[config.mk]
export PLATFORM = sky130hd
export DESIGN_NAME = if_fetch_stage_flat
export DESIGN_NICKNAME = d
export VERILOG_FILES = /design/src/rtl/if_fetch_stage_pkg.sv /design/src/rtl/if_fetch_stage_if.sv /design/src/rtl/if_fetch_stage_fetch_queue.sv /design/src/rtl/if_fetch_stage.sv /design/src/flat_wrapper.sv
export SDC_FILE = /design/constraint.sdc
export NUM_CORES = 1
export LEC_CHECK = 0
export ABC_AREA = 1
export BUFFER_PORTS_ARGS = -buffer_cell sky130_fd_sc_hd__buf_2
export CORE_MARGIN = 2
export CORE_UTILIZATION = 60
export DETAILED_ROUTE_END_ITERATION = 16
export PLACE_DENSITY = 0.85
export SETUP_SLACK_MARGIN = 0.1
export SLEW_MARGIN = 10
export SYNTH_ARGS = -nofsm -noshare
export SYNTH_HDL_FRONTEND = slang
export SYNTH_SLANG_ARGS = --single-unit
[constraint.sdc]
create_clock -name clk -period 8.6 [get_ports clk]
set_input_delay 1.29 -clock clk [delete_from_list [all_inputs] [get_ports clk]]
set_output_delay 1.29 -clock clk [all_outputs]
set_load 0.01 [all_outputs]
[src/rtl/if_fetch_stage_pkg.sv]
// Shared types and constants for the instruction-fetch stage: the IF/ID payload
// handed to decode and the reset/stall/redirect encodings.
package if_fetch_stage_pkg;

    localparam logic [31:0] RESET_PC_DEF = 32'h0000_0000;
    localparam int          PC_STEP      = 4;

    localparam logic ENABLE  = 1'b1;
    localparam logic DISABLE = 1'b0;

    typedef struct packed {
        logic        valid;
        logic [31:0] pc;
        logic [31:0] pc4;
        logic [31:0] instr;
    } IF_ID_t;

endpackage

[src/rtl/if_fetch_stage_if.sv]
// Instruction-memory request/response port. The fetch stage is the master; the
// memory (or its model) is the slave.
interface if_fetch_stage_if #(
    parameter int ADDR_W  = 32,
    parameter int INSTR_W = 32
);
    logic               req;
    logic [ADDR_W-1:0]  addr;
    logic               gnt;
    logic               rvalid;
    logic [INSTR_W-1:0] rdata;

    modport master (output req, addr, input gnt, rvalid, rdata);
    modport slave  (input req, addr, output gnt, rvalid, rdata);
endinterface

[src/rtl/if_fetch_stage_fetch_queue.sv]
// Small power-of-two FIFO buffering fetched words between the imem response and
// the IF/ID register. Flush empties it in one cycle and wins over push/pop.
module if_fetch_stage_fetch_queue
    import if_fetch_stage_pkg::*;
#(
    parameter  int QDEPTH = 2,
    localparam int PTR_W  = $clog2(QDEPTH),
    localparam int CNT_W  = PTR_W + 1
) (
    input  logic             clk,
    input  logic             rst_n,
    input  logic             push,
    input  logic             pop,
    input  logic             flush,
    input  IF_ID_t           push_data,
    output IF_ID_t           head,
    output logic [CNT_W-1:0] count
);

    IF_ID_t             mem_q [QDEPTH];
    IF_ID_t             mem_d [QDEPTH];
    logic [PTR_W-1:0]   rd_ptr_q, rd_ptr_d;
    logic [PTR_W-1:0]   wr_ptr_q, wr_ptr_d;
    logic [CNT_W-1:0]   count_q, count_d;

    // NOTE: combinational blocks assign every output a default first and use
    // blocking '=', so no latch is inferred; state flops update only with '<='.
    always_comb begin
        mem_d    = mem_q;
        rd_ptr_d = rd_ptr_q;
        wr_ptr_d = wr_ptr_q;
        count_d  = count_q;
        if (flush) begin
            rd_ptr_d = '0;
            wr_ptr_d = '0;
            count_d  = '0;
        end else begin
            if (push) begin
                mem_d[wr_ptr_q] = push_data;
                wr_ptr_d        = wr_ptr_q + 1'b1;
            end
            if (pop) begin
                rd_ptr_d = rd_ptr_q + 1'b1;
            end
            count_d = count_q + CNT_W'(push) - CNT_W'(pop);
        end
    end

    always_ff @(posedge clk) begin
        if (!rst_n) begin
            rd_ptr_q <= '0;
            wr_ptr_q <= '0;
            count_q  <= '0;
        end else begin
            rd_ptr_q <= rd_ptr_d;
            wr_ptr_q <= wr_ptr_d;
            count_q  <= count_d;
        end
    end

    // NOTE: entry storage is deliberately not reset; an entry is only ever read
    // while count_q says it holds live data.
    always_ff @(posedge clk) begin
        mem_q <= mem_d;
    end

    assign head  = mem_q[rd_ptr_q];
    assign count = count_q;

endmodule

[src/rtl/if_fetch_stage.sv]
// MIPS instruction-fetch stage: owns the PC, issues imem requests, tags them with
// an epoch so redirects kill stale responses, and drives the IF/ID register.
module if_fetch_stage
    import if_fetch_stage_pkg::*;
#(
    parameter int                ADDR_W   = 32,
    parameter int                INSTR_W  = 32,
    parameter int                QDEPTH   = 2,
    parameter logic [ADDR_W-1:0] RESET_PC = RESET_PC_DEF
) (
    input  logic              clk,
    input  logic              rst_n,
    input  logic              stall_if,
    input  logic              stall_d,
    input  logic              redirect_valid,
    input  logic [ADDR_W-1:0] redirect_pc,
    if_fetch_stage_if.master  imem,
    output IF_ID_t            ifid_o
);

    localparam int CNT_W = $clog2(QDEPTH) + 1;

    logic [ADDR_W-1:0]  pc_q, pc_d;
    logic               inflight_q, inflight_d;
    logic               epoch_q, epoch_d;
    logic               tag_epoch_q, tag_epoch_d;
    logic [ADDR_W-1:0]  tag_pc_q, tag_pc_d;
    IF_ID_t             ifid_q, ifid_d;

    logic [CNT_W-1:0]   q_count;
    logic [CNT_W:0]     occupancy;
    IF_ID_t             q_head;
    IF_ID_t             push_data;
    logic [INSTR_W-1:0] rdata_w;
    logic               accept;
    logic               q_push;
    logic               q_pop;

    // Outstanding work (queued + in flight) must never exceed the queue depth,
    // which is what guarantees a push can never hit a full queue.
    assign occupancy = {1'b0, q_count} + (CNT_W + 1)'(inflight_q);
    assign imem.req  = (stall_if == DISABLE) && (redirect_valid == DISABLE) &&
                       (occupancy < (CNT_W + 1)'(QDEPTH));
    assign imem.addr = pc_q;
    assign accept    = imem.req && imem.gnt;
    assign rdata_w   = imem.rdata;

    assign q_push = imem.rvalid && inflight_q && (tag_epoch_q == epoch_q) &&
                    (redirect_valid == DISABLE);
    assign q_pop  = (redirect_valid == DISABLE) && (stall_d == DISABLE) &&
                    (q_count != '0);

    always_comb begin
        push_data.valid = 1'b1;
        push_data.pc    = tag_pc_q;
        push_data.pc4   = tag_pc_q + ADDR_W'(PC_STEP);
        push_data.instr = rdata_w;
    end

    always_comb begin
        pc_d        = pc_q;
        inflight_d  = inflight_q;
        epoch_d     = epoch_q;
        tag_epoch_d = tag_epoch_q;
        tag_pc_d    = tag_pc_q;
        ifid_d      = ifid_q;

        if (imem.rvalid && inflight_q) begin
            inflight_d = 1'b0;
        end
        if (accept) begin
            pc_d        = pc_q + ADDR_W'(PC_STEP);
            inflight_d  = 1'b1;
            tag_epoch_d = epoch_q;
            tag_pc_d    = pc_q;
        end

        // Redirect overrides everything else in the stage, including stall_d.
        if (redirect_valid == ENABLE) begin
            pc_d         = redirect_pc;
            epoch_d      = ~epoch_q;
            ifid_d.valid = 1'b0;
        end else if (stall_d == DISABLE) begin
            if (q_count != '0) begin
                ifid_d = q_head;
            end else begin
                ifid_d.valid = 1'b0;
            end
        end
    end

    always_ff @(posedge clk) begin
        if (!rst_n) begin
            pc_q        <= RESET_PC;
            inflight_q  <= 1'b0;
            epoch_q     <= 1'b0;
            tag_epoch_q <= 1'b0;
            tag_pc_q    <= '0;
            ifid_q      <= '0;
        end else begin
            pc_q        <= pc_d;
            inflight_q  <= inflight_d;
            epoch_q     <= epoch_d;
            tag_epoch_q <= tag_epoch_d;
            tag_pc_q    <= tag_pc_d;
            ifid_q      <= ifid_d;
        end
    end

    if_fetch_stage_fetch_queue #(
        .QDEPTH (QDEPTH)
    ) u_fetch_queue (
        .clk       (clk),
        .rst_n     (rst_n),
        .push      (q_push),
        .pop       (q_pop),
        .flush     (redirect_valid),
        .push_data (push_data),
        .head      (q_head),
        .count     (q_count)
    );

    assign ifid_o = ifid_q;

endmodule
[src/flat_wrapper.sv]
// flat-port wrapper written by rule: the top's interface ports become plain ports
module if_fetch_stage_flat import if_fetch_stage_pkg::*;
#(
    parameter int                ADDR_W   = 32,
    parameter int                INSTR_W  = 32,
    parameter int                QDEPTH   = 2,
    parameter logic [ADDR_W-1:0] RESET_PC = RESET_PC_DEF
)
  (clk, rst_n, stall_if, stall_d, redirect_valid, redirect_pc, ifid_o, imem_req, imem_addr, imem_gnt, imem_rvalid, imem_rdata);
  if_fetch_stage_if #(.ADDR_W(ADDR_W), .INSTR_W(INSTR_W)) imem_i ();
  input  logic clk;
  input  logic rst_n;
  input  logic stall_if;
  input  logic stall_d;
  input  logic redirect_valid;
  input  logic [ADDR_W-1:0] redirect_pc;
  output IF_ID_t ifid_o;
  output wire logic [$bits(imem_i.req)-1:0] imem_req;
  output wire logic [$bits(imem_i.addr)-1:0] imem_addr;
  input wire logic [$bits(imem_i.gnt)-1:0] imem_gnt;
  input wire logic [$bits(imem_i.rvalid)-1:0] imem_rvalid;
  input wire logic [$bits(imem_i.rdata)-1:0] imem_rdata;
  assign imem_req = imem_i.req;
  assign imem_addr = imem_i.addr;
  assign imem_i.gnt = imem_gnt;
  assign imem_i.rvalid = imem_rvalid;
  assign imem_i.rdata = imem_rdata;
  if_fetch_stage #(.ADDR_W(ADDR_W), .INSTR_W(INSTR_W), .QDEPTH(QDEPTH), .RESET_PC(RESET_PC)) u_core (.clk(clk), .rst_n(rst_n), .stall_if(stall_if), .stall_d(stall_d), .redirect_valid(redirect_valid), .redirect_pc(redirect_pc), .imem(imem_i), .ifid_o(ifid_o));
endmodule
---- Word level (Yosys, flattened, before mapping) ----
Cells that the tools add are included.
cells by class
  equal/unequal tests ..................... 1
  bitwise logic cells ..................... 7
  add/sub/neg operators ................... 7
  reduce and logical (&&, ||, !) cells .... 15
  multiplexer cells ....................... 11
  magnitude comparators ................... 4
operators by type and width
  kind                     number
  $mux W97                 4
  $bwmux W194              1
  $demux W97 S1            1
  $add A32 B3 Y32 const B  2
  $mux W32                 2
  $logic_and A1 B1 Y1      9
  $reduce_bool A2 Y1       3
  $not A1 Y1               5
  $ge A2 B2 Y1 const B     2
  $not A1 Y2               2
  $add A2 B1 Y3            1
  $lt A3 B2 Y1 const B     1
  $mux W1                  3
  $reduce_and A3 Y1        1
  $add A1 B1 Y1 const B    2
  $add A2 B1 Y2            1
  $lt A2 B1 Y1 const B     1
  $reduce_and A2 Y1        1
  $reduce_or A2 Y1         1
  $sub A2 B1 Y2            1
  $eq A1 B1 Y1             1
storage, ports and cells
  bits in registers ....................... 362
  output and inout port bits .............. 130
  input bits .............................. 71

---- Logic depth before layout (Yosys ltp) ----
  depth after elaboration ................. 6
  gate-level depth with buffers ........... 11

---- By module ----
From an unflattened synthesis, not the netlist that was laid out.
unflattened totals
  cell total of the unflattened synthesis .. 1410
  area, all modules ....................... 14808.0 µm²
modules (own cells, without submodules)
  module                      cells an instance  area an instance (µm²)  instances
  if_fetch_stage              1080               7527.2                  1
  if_fetch_stage_fetch_queue  330                7280.7                  1

---- Worst setup path after synthesis ----
OpenSTA, ideal clock, no wires.
  path type ............................... input -> register
  start point ............................. input redirect_valid
  end point ............................... register u_core.u_fetch_queue.mem_q[0] (netlist name), enable pin
  path slack .............................. 2362 ps
  cell stages on the path ................. 4
  arrival ................................. 5690 ps
  library setup time ...................... 548 ps
  required time ........................... 8052 ps
  cell sequence ........................... buf_6 > inv_2 > nand4_1 > nor2_1
between the ends
  longest elaborated chain between the ends .. 3
ends and longest elaborated chain
  what                           line                              RTL
  from (decl)                    flat_wrapper.sv:15                input logic redirect_valid;
  $not A1 Y1 (no line) *         -
  $logic_and A1 B1 Y1            if_fetch_stage.sv:48              assign q_push = imem.rvalid && inflight_q && (tag_epoch_q == epoch_q) &&
  $reduce_and A2 Y1 (no line) *  -
  to (signal assigned)           if_fetch_stage_fetch_queue.sv:64  mem_q <= mem_d;
  to (decl)                      if_fetch_stage_fetch_queue.sv:20  IF_ID_t mem_q [QDEPTH];
Every way passes the cells marked *; elsewhere a longest branch is shown, timed or not.
A chain may end at the register's enable or synchronous reset.

---- Worst setup path in the final report ----
  start point ............................. input redirect_valid
  end point ............................... register u_core.u_fetch_queue.mem_q[179] (netlist name), enable pin
Same word-level chain as after synthesis.

==> metrics.cfg <==
[cts]
clockBufferDepth=3
numCtsBuffers=35
htreeDepth=2
cts_tree=done
cts_resized=0
hold_buffers=0
cts-root-buf=clkbuf_16
clk_pin_slew_ps=60
post_cts_buffers=0
cts.sinks=354
worstSkewPairLatency_ps=520

[place]
io_buffers=200
post-dp-hpwl_um=20500
place_inst=1804
gp_congestion=0.939
dpl_worst_slack_ps=4220

[timing]
period_share=0.446
relSlewSlack=0.283
layout_setup_ws_ps=4760
grt_setup_unrepaired=false
hold_viol=0
finalCriticalPeriod_ps=3840
drv_slew=0
finalSetupTns_ps=0
finClkSkew_ps=13.9
max_freq_mhz=261
setup_viol_count_final=0
worst_slew_pin_slew_ps=1070

[finish]
fillers=1575
antenna_cells=0
regArea_um2=8970
multiInputGateArea_um2=4290
fin_cells=1868
nets=1631
final_util=0.712
drive_above_1_share=0.187
area_delta_synth_final_pct=15.9

[worst_hold_path]
hold_class=flop to flop

[critical_path]
startpoint_type=input pin
cpLargestDelayFamily=buffers and inverters
path_class=input pin to flop
path_cells=buf_2 -> inv_2 -> nand4_1 -> nor2_4 -> buf_4
r2r_cells=4
cp-end-kind=flop
reg2reg_to=u_core.u_fetch_queue.mem_q[179]$_DFFE_PP_
crit_fanout=63
slowest_delay_ps=840
cp.required_ps=8730
crit_slowest_cell=nor2_4
crit_path_end=u_core.u_fetch_queue.mem_q[179]$_DFFE_PP_
reg2reg_from=u_core.epoch_q$_SDFFE_PN0P_
worst-path-stages=5
critPathLaunch=redirect_valid
reg2reg_slack_ps=5690
critPathBufInv=3
cp.arrival_ps=3970

[pwr]
pwr-share-clk=0.437
combPwrFrac=0.035
switching_share=0.208
ir_worst_vdd_mv=0.121
power_frac_seq=0.529
power.switching_uw=718
p_leak_nw=6.33
p_int_mw=2.74
p_per_area_nw_per_um2=214

[synth]
synth.area.top_cells=edfxtp_1 40%, dfxtp_1 24%, nand2_1 9.6%, o21ai_0 5.0%, a31oi_1 4.5%
synth.top_cell.area_share=0.405
yosys_register_bits=354
syn_area_um2=13900
synth_top_family_by_area=simple AND/OR/NAND/NOR gates
synth_mux_area_frac=0
ys_warn_count=0
synthXorXnorAreaFrac=0.0239
synth_compound_area_frac=0.120
avgSynthCellArea_um2=10.1
syn_inst=1386
synthAdderAreaFrac=0.00359
yosys.area_share.simple=0.159
yosysTopAreaCell=edfxtp_1
synth.distinct_cells=36
synth_nets=1461
yosysSeqAreaShare=0.643

[global_route]
grt_max_degree=96
antenna_found_initial=0
grt_pass1_wl_um=51400
grt.overflow.total=0
grt_pass1_vias=9938
track_usage=0.267

[floorplanning]
start_util=0.614
die_y_um=156
die_x_um=156
row_count=55
dieArea_um2=24500
core_area_um2=22700
pin_count=201

[detailed_routing]
vias=10707
wl_per_cell_um=17.5
wl_um=32700
vias_per_cell=5.73
drc=0
first_pass_iters=6
drt_iter0_markers=1038
ant_nets=0

[job]
drv_cap=0

[outcome]
status=completed

area by class of cell:
| class | count | share of cell area |
|---|---|---|
| well taps | 285 | 0.0221 |
| inverters | 88 | 0.0205 |
| multi-input cells | 869 | 0.265 |
| clock buffers | 51 | 0.0617 |
| repair buffers | 208 | 0.0658 |
| flip-flops and latches | 354 | 0.555 |
| clock inverters | 13 | 0.00960 |
through the flow:
stage | instance area [um^2] | power, mW | hold WS [ps]
after CTS | 16200 | 3.47 | 455
after global routing | 16200 | 3.55 | 493
after detailed placement | 15000 | 1.98 | 443
after floorplan | 13900 | 1.93 | 426
final | 16200 | 3.46 | 458
after global placement | 15000 | 1.98 | 428
synth_stat cells, drive strengths merged:
library cell	number
xnor2	5
a21oi	57
nand4	10
buf	33
nand3b	3
inv	85
nor3	13
nand3	44
nor2	80
o211ai	1
clkinv	3
nor3b	1
xor2	33
and2	3
ha	4
o21ai	149
dfxtp	166
clkbuf	42
nand2	363
a31oi	101
edfxtp	188
or2	2
layer usage:
metal / part of all wire / track usage / wire length (um)
met5: 0 / 0 / 0
met3: 0.087 / 0.0393 / 2860
met4: 0.023 / 0.0826 / 761
met1: 0.42 / 0.367 / 13700
met2: 0.47 / 0.443 / 15400
cell families (layout without fill, tap and decap cells):
kind of cell / count (synthesis) / count (layout)
xor+xnor: 38 / 38
simple gates: 519 / 519
flops: 354 / 354
fa+ha+maj: 4 / 4
compound gates: 308 / 308
buf+inv: 163 / 360
worst min-delay path by stage:
stage | start | end | slack [ps] | cells past startpoint
final | u_core.ifid_o[96]$_SDFFE_PP0N_ | u_core.ifid_o[96]$_SDFFE_PP0N_ | 460 | 2
after floorplan | u_core.tag_pc_q[30]$_SDFFE_PN0P_ | u_core.u_fetch_queue.mem_q[191]$_DFFE_PP_ | 430 | 0
after detailed placement | u_core.tag_pc_q[31]$_SDFFE_PN0P_ | u_core.u_fetch_queue.mem_q[95]$_DFFE_PP_ | 440 | 0
after global routing | u_core.tag_pc_q[31]$_SDFFE_PN0P_ | u_core.u_fetch_queue.mem_q[95]$_DFFE_PP_ | 490 | 0
after CTS | u_core.ifid_o[96]$_SDFFE_PP0N_ | u_core.ifid_o[96]$_SDFFE_PP0N_ | 450 | 2
after global placement | u_core.tag_pc_q[31]$_SDFFE_PN0P_ | u_core.u_fetch_queue.mem_q[95]$_DFFE_PP_ | 430 | 0
tightest hold or removal path, cell delays in order, from the launching register on:
cell and delay, ps:
dfxtp_1 310, nand2_1 50, a21oi_1 50
registers in the layout (all words and copies together), names as in the netlist:
| register | count |
|---|---|
| u_core.u_fetch_queue.mem_q | 188 |
| u_core.ifid_o | 95 |
| u_core.imem.addr | 32 |
| u_core.tag_pc_q | 32 |
| u_core.u_fetch_queue.count | 2 |
| u_core.epoch_q | 1 |
| u_core.inflight_q | 1 |
| u_core.tag_epoch_q | 1 |
| u_core.u_fetch_queue.rd_ptr_q | 1 |
| u_core.u_fetch_queue.wr_ptr_q | 1 |
power by group through the flow:
stage	combinational [mW]	sequential [mW]	clock [mW]
2_1_floorplan	0.0672	1.86	0
3_3_place_gp	0.114	1.86	0
6_report	0.121	1.83	1.51
5_1_grt	0.134	1.83	1.59
4_1_cts	0.119	1.83	1.53
3_5_place_dp	0.118	1.86	0
layout by cell type (no fill, tap or decap), drive strengths merged, types with 3 or more instances in the layout:
cell,instances
a21oi,57
a31oi,101
and2,3
buf,208
bufinv,3
clkbuf,51
clkinv,9
dfxtp,166
edfxtp,188
ha,4
inv,87
nand2,363
nand3,44
nand3b,3
nand4,10
nor2,80
nor3,13
o21ai,149
xnor2,5
xor2,33
(Power assumes the default switching activity.)
